$ cat config.mk
export PLATFORM = sky130hd
export DESIGN_NAME = spi_sclk_gen
export DESIGN_NICKNAME = d
export VERILOG_FILES = /design/src/rtl/spi_sclk_gen.sv
export SDC_FILE = /design/constraint.sdc
export NUM_CORES = 1
export LEC_CHECK = 0
export BUFFER_PORTS_ARGS = -buffer_cell sky130_fd_sc_hd__clkbuf_2
export CAP_MARGIN = 20
export CORE_ASPECT_RATIO = 2
export CORE_UTILIZATION = 45
export CTS_CLUSTER_DIAMETER = 80
export DETAILED_ROUTE_END_ITERATION = 8
export HOLD_SLACK_MARGIN = 0.08
export MAX_ROUTING_LAYER = met4
export PLACE_DENSITY = 0.64
export REMOVE_ABC_BUFFERS = 1
export SETUP_SLACK_MARGIN = 0.05
export SLEW_MARGIN = 25
export SYNTH_ARGS = -nofsm -noshare
export SYNTH_HDL_FRONTEND = slang
export SYNTH_SLANG_ARGS = --single-unit
$ cat constraint.sdc
create_clock -name clk_arr -period 3 [get_ports clk_arr]
set_input_delay 0.45 -clock clk_arr [delete_from_list [all_inputs] [get_ports clk_arr]]
set_output_delay 0.45 -clock clk_arr [all_outputs]
set_load 0.005 [all_outputs]
$ cat src/rtl/spi_sclk_gen.sv
// SPI serial-clock generator: programmable half-period SCLK, CPOL/CPHA
// modes, per-edge sample/shift strobes, start/busy/done handshake, abort.
//
// Ports:
//   clk_arr    in   system clock, rising edge
//   rst_n      in   asynchronous active-low reset
//   start      in   transfer request, accepted only in IDLE
//   abort      in   synchronous abort of the running transfer
//   div_half   in   SCLK half-period in clk_arr cycles (0 -> 1)
//   cpol       in   SCLK idle level
//   cpha       in   0: sample leading / shift trailing, 1: reverse
//   num_bits   in   bits per transfer (0 -> start ignored)
//   sclk       out  serial clock, straight from a flip-flop
//   sample_stb out  high in the first cycle of a sample edge level
//   shift_stb  out  high in the first cycle of a shift edge level
//   busy       out  transfer in progress
//   done       out  one-cycle pulse at normal completion
module spi_sclk_gen #(
    parameter int DIV_W  = 16,
    parameter int BITS_W = 6
) (
    input  logic              clk_arr,
    input  logic              rst_n,
    input  logic              start,
    input  logic              abort,
    input  logic [DIV_W-1:0]  div_half,
    input  logic              cpol,
    input  logic              cpha,
    input  logic [BITS_W-1:0] num_bits,
    output logic              sclk,
    output logic              sample_stb,
    output logic              shift_stb,
    output logic              busy,
    output logic              done
);

    typedef enum logic [1:0] {
        S_IDLE  = 2'd0,
        S_RUN   = 2'd1,
        S_GUARD = 2'd2
    } state_t;

    localparam logic [DIV_W-1:0] H_ONE  = DIV_W'(1);
    localparam logic [BITS_W:0]  E_ONE  = (BITS_W+1)'(1);

    state_t r_state;
    state_t w_state_nxt;

    // transfer settings captured at acceptance
    logic [DIV_W-1:0]  r_half;
    logic              r_cpol;
    logic              r_cpha;
    logic [BITS_W-1:0] r_nbits;

    // running counters
    logic [DIV_W-1:0]  r_cnt;
    logic [BITS_W:0]   r_edge_cnt;

    // registered outputs
    logic r_sclk;
    logic r_sample;
    logic r_shift;
    logic r_busy;
    logic r_done;

    // next values
    logic [DIV_W-1:0] w_cnt_nxt;
    logic [BITS_W:0]  w_edge_cnt_nxt;
    logic             w_sclk_nxt;
    logic             w_sample_nxt;
    logic             w_shift_nxt;
    logic             w_busy_nxt;
    logic             w_done_nxt;

    // decode helpers
    logic             w_accept;
    logic             w_wrap;
    logic [BITS_W:0]  w_edge_inc;
    logic [BITS_W:0]  w_edge_total;
    logic             w_last_edge;
    logic             w_leading;
    logic             w_is_sample;
    logic [DIV_W-1:0] w_half_in;

    assign w_accept = (r_state == S_IDLE) && start && !abort
                      && (num_bits != '0);

    // a zero divisor would never wrap the counter, so it runs as 1
    assign w_half_in = (div_half == '0) ? H_ONE : div_half;

    assign w_wrap       = (r_cnt == (r_half - H_ONE));
    assign w_edge_inc   = r_edge_cnt + E_ONE;
    assign w_edge_total = {r_nbits, 1'b0};
    assign w_last_edge  = (w_edge_inc == w_edge_total);

    // odd edge numbers are leading edges
    assign w_leading   = w_edge_inc[0];
    assign w_is_sample = w_leading ^ r_cpha;

    // state register
    always_ff @(posedge clk_arr or negedge rst_n) begin
        if (!rst_n) begin
            r_state <= S_IDLE;
        end else begin
            r_state <= w_state_nxt;
        end
    end

    // next-state logic
    always_comb begin
        w_state_nxt = r_state;
        unique case (r_state)
            S_IDLE: begin
                if (w_accept) begin
                    w_state_nxt = S_RUN;
                end
            end
            S_RUN: begin
                if (abort) begin
                    w_state_nxt = S_IDLE;
                end else if (w_wrap && w_last_edge) begin
                    w_state_nxt = S_GUARD;
                end
            end
            S_GUARD: begin
                if (abort || w_wrap) begin
                    w_state_nxt = S_IDLE;
                end
            end
            default: begin
                w_state_nxt = S_IDLE;
            end
        endcase
    end

    // output and counter next-value logic
    always_comb begin
        w_cnt_nxt      = r_cnt;
        w_edge_cnt_nxt = r_edge_cnt;
        w_sclk_nxt     = r_sclk;
        w_sample_nxt   = 1'b0;
        w_shift_nxt    = 1'b0;
        w_busy_nxt     = 1'b0;
        w_done_nxt     = 1'b0;
        unique case (r_state)
            S_IDLE: begin
                // track live cpol so the line idles correctly
                w_sclk_nxt     = cpol;
                w_cnt_nxt      = '0;
                w_edge_cnt_nxt = '0;
                w_busy_nxt     = w_accept;
            end
            S_RUN: begin
                if (abort) begin
                    w_sclk_nxt     = r_cpol;
                    w_cnt_nxt      = '0;
                    w_edge_cnt_nxt = '0;
                end else begin
                    w_busy_nxt = 1'b1;
                    if (w_wrap) begin
                        w_cnt_nxt      = '0;
                        w_sclk_nxt     = ~r_sclk;
                        w_edge_cnt_nxt = w_edge_inc;
                        w_sample_nxt   = w_is_sample;
                        w_shift_nxt    = ~w_is_sample;
                    end else begin
                        w_cnt_nxt = r_cnt + H_ONE;
                    end
                end
            end
            S_GUARD: begin
                if (abort) begin
                    w_sclk_nxt     = r_cpol;
                    w_cnt_nxt      = '0;
                    w_edge_cnt_nxt = '0;
                end else if (w_wrap) begin
                    w_cnt_nxt      = '0;
                    w_edge_cnt_nxt = '0;
                    w_done_nxt     = 1'b1;
                end else begin
                    w_busy_nxt = 1'b1;
                    w_cnt_nxt  = r_cnt + H_ONE;
                end
            end
            default: begin
                w_sclk_nxt     = 1'b0;
                w_cnt_nxt      = '0;
                w_edge_cnt_nxt = '0;
            end
        endcase
    end

    // settings latch
    always_ff @(posedge clk_arr or negedge rst_n) begin
        if (!rst_n) begin
            r_half  <= '0;
            r_cpol  <= 1'b0;
            r_cpha  <= 1'b0;
            r_nbits <= '0;
        end else if (w_accept) begin
            r_half  <= w_half_in;
            r_cpol  <= cpol;
            r_cpha  <= cpha;
            r_nbits <= num_bits;
        end
    end

    // counters and output registers
    always_ff @(posedge clk_arr or negedge rst_n) begin
        if (!rst_n) begin
            r_cnt      <= '0;
            r_edge_cnt <= '0;
            r_sclk     <= 1'b0;
            r_sample   <= 1'b0;
            r_shift    <= 1'b0;
            r_busy     <= 1'b0;
            r_done     <= 1'b0;
        end else begin
            r_cnt      <= w_cnt_nxt;
            r_edge_cnt <= w_edge_cnt_nxt;
            r_sclk     <= w_sclk_nxt;
            r_sample   <= w_sample_nxt;
            r_shift    <= w_shift_nxt;
            r_busy     <= w_busy_nxt;
            r_done     <= w_done_nxt;
        end
    end

    assign sclk       = r_sclk;
    assign sample_stb = r_sample;
    assign shift_stb  = r_shift;
    assign busy       = r_busy;
    assign done       = r_done;

endmodule

Word level (Yosys, flattened, before mapping):

Cells that the tools add are included.

* bits in registers: 54
* bits in latches: 0
* memory bits (writable): 0
* ROM bits: 0
* input bits: 28
* memories: 0

* $add $sub $neg: 3
* multiply operators: 0
* divide/modulo/power cells: 0
* order comparisons: 0
* eq/ne operators: 10
* shifts and indexed selects: 0
* muxes and demuxes: 31
* bitwise operators: 3
* reduce and logical (&&, ||, !) cells: 13

Operators with widths (number)
* $mux 16: 4
* $mux 7: 4
* $add 16x1->16 const B: 1
* $eq 16x16->1: 1
* $logic_not 16->1: 1
* $sub 16x1->16 const B: 1
* $mux 1: 15
* $pmux 7 s2: 1
* $ne 3x3->1 const B: 3
* $mux 2: 4
* $add 7x1->7 const B: 1
* $eq 7x7->1: 1
* $ne 2x2->1 const B: 3
* $pmux 1 s3: 2
* $pmux 2 s3: 1
* $reduce_bool 6->1: 1
* $logic_and 1x1->1: 4
* $reduce_and 2->1: 2
* $reduce_and 3->1: 1
* $eq 2x1->1 const B: 1
* $eq 2x2->1 const B: 1
* $logic_not 2->1: 1
* $not 1->1: 2
* $reduce_or 2->1: 1
* other kinds (3): 3

Logic depth before layout (Yosys ltp):

* word-level depth: 6
* mapped depth: 11
* gate-level depth less buffers: 10

Worst setup path after synthesis:

No wires, ideal clock.

* path type: reg-to-reg
* from: reg r_half[3]
* to: reg r_state[0]
* library setup time: 0.125 ns
* arrival time: 2.759 ns
* data required time: 2.875 ns
* slack: 0.116 ns
* cell stages (with the launch flop): 10
* path buffers: 1
* period minus slack after synthesis: 2.884 ns
* path through: dfrtp_1 buf_6 or4_4 or2_4 o311a_4 a2111oi_4 o2111ai_1 nor3b_2 o31ai_1 mux2_4

* word-level cells in the longest chain between the ends: 5
* elaborated cells between the ends (all ways): 7
* those cells by class: 1 x add/sub; 3 x eq/ne; 3 x reduce/logical

RTL lines
* start: declaration: RTL line 50 `logic [DIV_W-1:0] r_half;`
* start signal: assignment: RTL line 201 `r_half <= w_half_in;`
* $sub 16x1->16 (*): RTL line 91 `assign w_wrap = (r_cnt == (r_half - H_ONE));`
* $eq 16x16->1 (*): RTL line 91
* $logic_and 1x1->1 / $logic_or 1x1->1 (equally long branches): RTL line 121, 126
* $ne 3x3->1 (no line) / $ne 2x2->1 (equally long branches)
* $reduce_and 3->1 (no line) (*)
* end signal: assignment: RTL line 105 `r_state <= w_state_nxt;`
* end: declaration: RTL line 46 `state_t r_state;`

Every way passes the cells marked *; elsewhere a longest branch is shown, timed or not.
A chain may end at the register's enable or synchronous reset.

Worst setup path after layout:

Same ends and word-level chain as after synthesis.

==> results.toml <==
[floorplan]
start_util = 0.470
rows = 43
coreArea_um2 = 7050
die_w_um = 62.6
io_pins = 33
design.die.area_um2 = 7720
die_height_um = 123

[layout]
final_core_utilization = 0.550
layoutNonFillerInstCount = 480
fin_nets = 425
layout-area-overhead-vs-synth_pct = 17.1
antenna_cells_inserted = 0
final_layout_size_suffix_gt1_frac = 0.254

[synthesis]
postSynth.asyncResetShare = 1.00
netlist.area_leader.share = 0.408
post_synth_fa_ha_maj_area_fraction = 0.0265
ys_ff_latch = 54
synth_flop_cell = "sky130_fd_sc_hd__dfrtp_1"
yosys.area_share.simple = 0.229
synth-edff-count = 0
synthesis.area_um2 = 3310
compound_gate_fraction_of_synth_area = 0.107
avgSynthCellArea_um2 = 9.68
synth.cells.most_frequent = "54 x sky130_fd_sc_hd__dfrtp_1, 42 x sky130_fd_sc_hd__nor2_1, 21 x sky130_fd_sc_hd__mux2_2, 21 x sky130_fd_sc_hd__xor2_1, 20 x sky130_fd_sc_hd__nand2_1"
dominant_cell_by_count_in_the_synthesized_netlist = "sky130_fd_sc_hd__dfrtp_1"
synthMuxAreaShare = 0.0911
synth_warnings = 0
dominant_combinational_cell_family_by_area_after_synthesis = "simple AND/OR/NAND/NOR gates"
postSynthCellCount = 342
yosysTopAreaCell = "sky130_fd_sc_hd__dfrtp_1"
netlist_top_cells_area = "sky130_fd_sc_hd__dfrtp_1 41%, sky130_fd_sc_hd__mux2_2 7.1%, sky130_fd_sc_hd__xor2_1 5.6%"
yosysUniqueCellTypes = 55
synth-xor-area-share = 0.106
synth_seq_area_share = 0.408

[routing]
dr_total_vias = 2738
detail_route_antenna_nets = 0
totalWireLength_um = 8180
drt_iter0_markers = 113
dr.pass1.iters = 4
post-route-drc-count = 0
detail_route.wl_per_cell_um = 17.0
post_drt_via_cell_ratio = 5.70

[place]
place.port_buffers = 32
placed_cells_incl_taps = 472
place_hpwl_um = 6340
gp_routability_congestion = 0.878

[global_routing]
global_route.overflow_total = 0
initial_antenna_violation_count = 0
grt_start_max_net_pins = 31
groute.usage.overall = 0.233
via_count_of_the_first_global_routing_pass = 2711
first_pass_grt_wire_length_um = 13100

[critical_path]
cp_slowest_cell = "sky130_fd_sc_hd__or4_4"
worstPathMaxFanout = 3
worst_ep_arrival_time_ns = 3.07
worstSetupEndpointType = "register"
path_class = "reg -> reg"
slowest_delay_ns = 0.55
critical_path.cell_chain = "or4_4 -> or2_4 -> o311a_4 -> a2111oi_4 -> o2111ai_1 -> nor3b_2 -> o31ai_1 -> mux2_4"
worst-r2r-setup-slack_ns = 0.11
worstSetupStartpointType = "register"
worst-endpoint-required_ns = 3.18

[clocking]
cts_htree_levels = 2
cts.sink_count = 54
clock_path_buffers = 2
root_buffer = "sky130_fd_sc_hd__clkbuf_16"
tritoncts.num_buffers = 5
tritoncts = "done"
path_clk_slew_ns = 0.07
clock_latency_ns = 0.29

[sta]
fin_setup_tns_ns = 0
clock-skew-final_ns = 0.00493
maxSlewHeadroom = 0.565
fin_worst_hold_slack_ns = 0.166
report.final.slew_viol_count = 0
setup_viol = 0
final_critical_delay_including_setup_and_external_delays_ns = 2.89
finalHoldViolations = 0
fmax_mhz = 346
fin_crit_sh = 0.963
rsz0062_at_grt = "no"
tightest_slew_ns = 0.653

[status]
outcome = "finished clean"

[pwr]
static-leakage-power_nw = 1.62
p_per_area_nw_per_um2 = 747
max-vdd-ir-drop_uv = 427

[flow_run]
maximum_capacitance_violations = 0

[worst_hold_path]
worst_hold_path_type = "in -> async"
what timing repair did:
action                                  CTS  global route
buffers inserted                          0             1
endpoints found under the setup margin    2            24
gates resized for setup                   2             5
pin swaps                                 0             2
hold buffers                              0             0
metal layers:
layer | wire length, µm | track usage | part of all wire
met4 | 637 | 0.202 | 0.078
met3 | 174 | 0.0268 | 0.021
met5 | 0 | - | 0
met1 | 2770 | 0.202 | 0.34
met2 | 4590 | 0.435 | 0.56
placed cells by master, fill, tap and decap left out, types with 2 or more instances in the layout:
cell type / count
sky130_fd_sc_hd__mux2_2: 21
sky130_fd_sc_hd__ha_1: 7
sky130_fd_sc_hd__nor4b_1: 2
sky130_fd_sc_hd__a31oi_1: 2
sky130_fd_sc_hd__a41oi_1: 3
sky130_fd_sc_hd__clkbuf_1: 2
sky130_fd_sc_hd__and3_1: 7
sky130_fd_sc_hd__o21ai_0: 13
sky130_fd_sc_hd__xor2_1: 21
sky130_fd_sc_hd__xnor2_1: 19
sky130_fd_sc_hd__mux2i_1: 5
sky130_fd_sc_hd__nor4_1: 9
sky130_fd_sc_hd__nand3_1: 14
sky130_fd_sc_hd__nand3b_1: 2
sky130_fd_sc_hd__nand2b_1: 6
sky130_fd_sc_hd__or3_1: 2
sky130_fd_sc_hd__nand4_1: 9
sky130_fd_sc_hd__o21a_1: 2
sky130_fd_sc_hd__nand4b_1: 3
sky130_fd_sc_hd__clkbuf_16: 5
sky130_fd_sc_hd__nand2_1: 20
sky130_fd_sc_hd__o211ai_1: 3
sky130_fd_sc_hd__or4_1: 5
sky130_fd_sc_hd__nor2_1: 42
sky130_fd_sc_hd__a21oi_1: 6
sky130_fd_sc_hd__clkbuf_2: 32
sky130_fd_sc_hd__a21o_1: 2
sky130_fd_sc_hd__dfrtp_1: 54
sky130_fd_sc_hd__buf_4: 27
sky130_fd_sc_hd__nor3_1: 5
sky130_fd_sc_hd__o31ai_1: 3
sky130_fd_sc_hd__nor2b_1: 4
sky130_fd_sc_hd__inv_1: 7
sky130_fd_sc_hd__nor3b_1: 2
report_power, final:
part	total [mW]	internal [mW]	switching (mW)
logic	1.26	0.600	0.661
clock network	0.551	0.306	0.245
registers	1.08	0.917	0.165
total	2.89	1.82	1.07
cells by family after synthesis:
family                     count (synthesis)
and+or+nand+nor                          142
DFF                                       54
AOI/OAI and AO/OA                         47
xor gates and xnor gates                  40
muxes                                     27
buffers and inverters                     25
adders and majority gates                  7
sequential cells by signal, summed over array words and instances (netlist names):
signal	count
r_cpha	1
shift_stb	1
busy	1
done	1
r_state	2
r_cpol	1
r_nbits	6
r_edge_cnt	7
r_cnt	16
sclk	1
sample_stb	1
r_half	16
layout make-up:
type / count / area, µm²
repair buffers: 59 / 363
inverters: 7 / 26.3
well taps: 90 / 113
flip-flops and latches: 54 / 1350
clock buffers: 7 / 133
multi-input cells: 263 / 1890
fillers: 678 / 3170
path summary, 6_finish.rpt:
kind / to / startpoint / depth (start not counted)
worst min-delay path: r_nbits[3] / rst_n / 1
worst max-delay path: r_state[0] / r_half[3] / 8
max in group asynchronous: r_cnt[10] / rst_n / 2
worst max register to register: r_state[0] / r_half[3] / 8
worst min register to register: r_half[15] / r_half[15] / 1
min in group clk_arr: r_nbits[2] / num_bits[2] / 3
metrics by stage:
| stage | setup WS (ns) | total power, mW | instance area, µm² |
|---|---|---|---|
| 2_1_floorplan | -0.157 | 1.87 | 3230 |
| 3_3_place_gp | 0.147 | 2.29 | 3700 |
| 3_5_place_dp | 0.0863 | 2.33 | 3700 |
| 4_1_cts | 0.0575 | 2.90 | 3840 |
| 5_1_grt | 0.0488 | 3.07 | 3870 |
| 6_report | 0.111 | 2.89 | 3870 |
worst max-delay path: cells and delay by family (launching register included):
kind             cells  cell delay [ns]
AO/OA/AOI/OAI        4             1.04
flip-flops           1             0.38
multiplexers         1             0.31
AND/OR/NAND/NOR      3             1.05
Power figures use the tool's default switching activity.
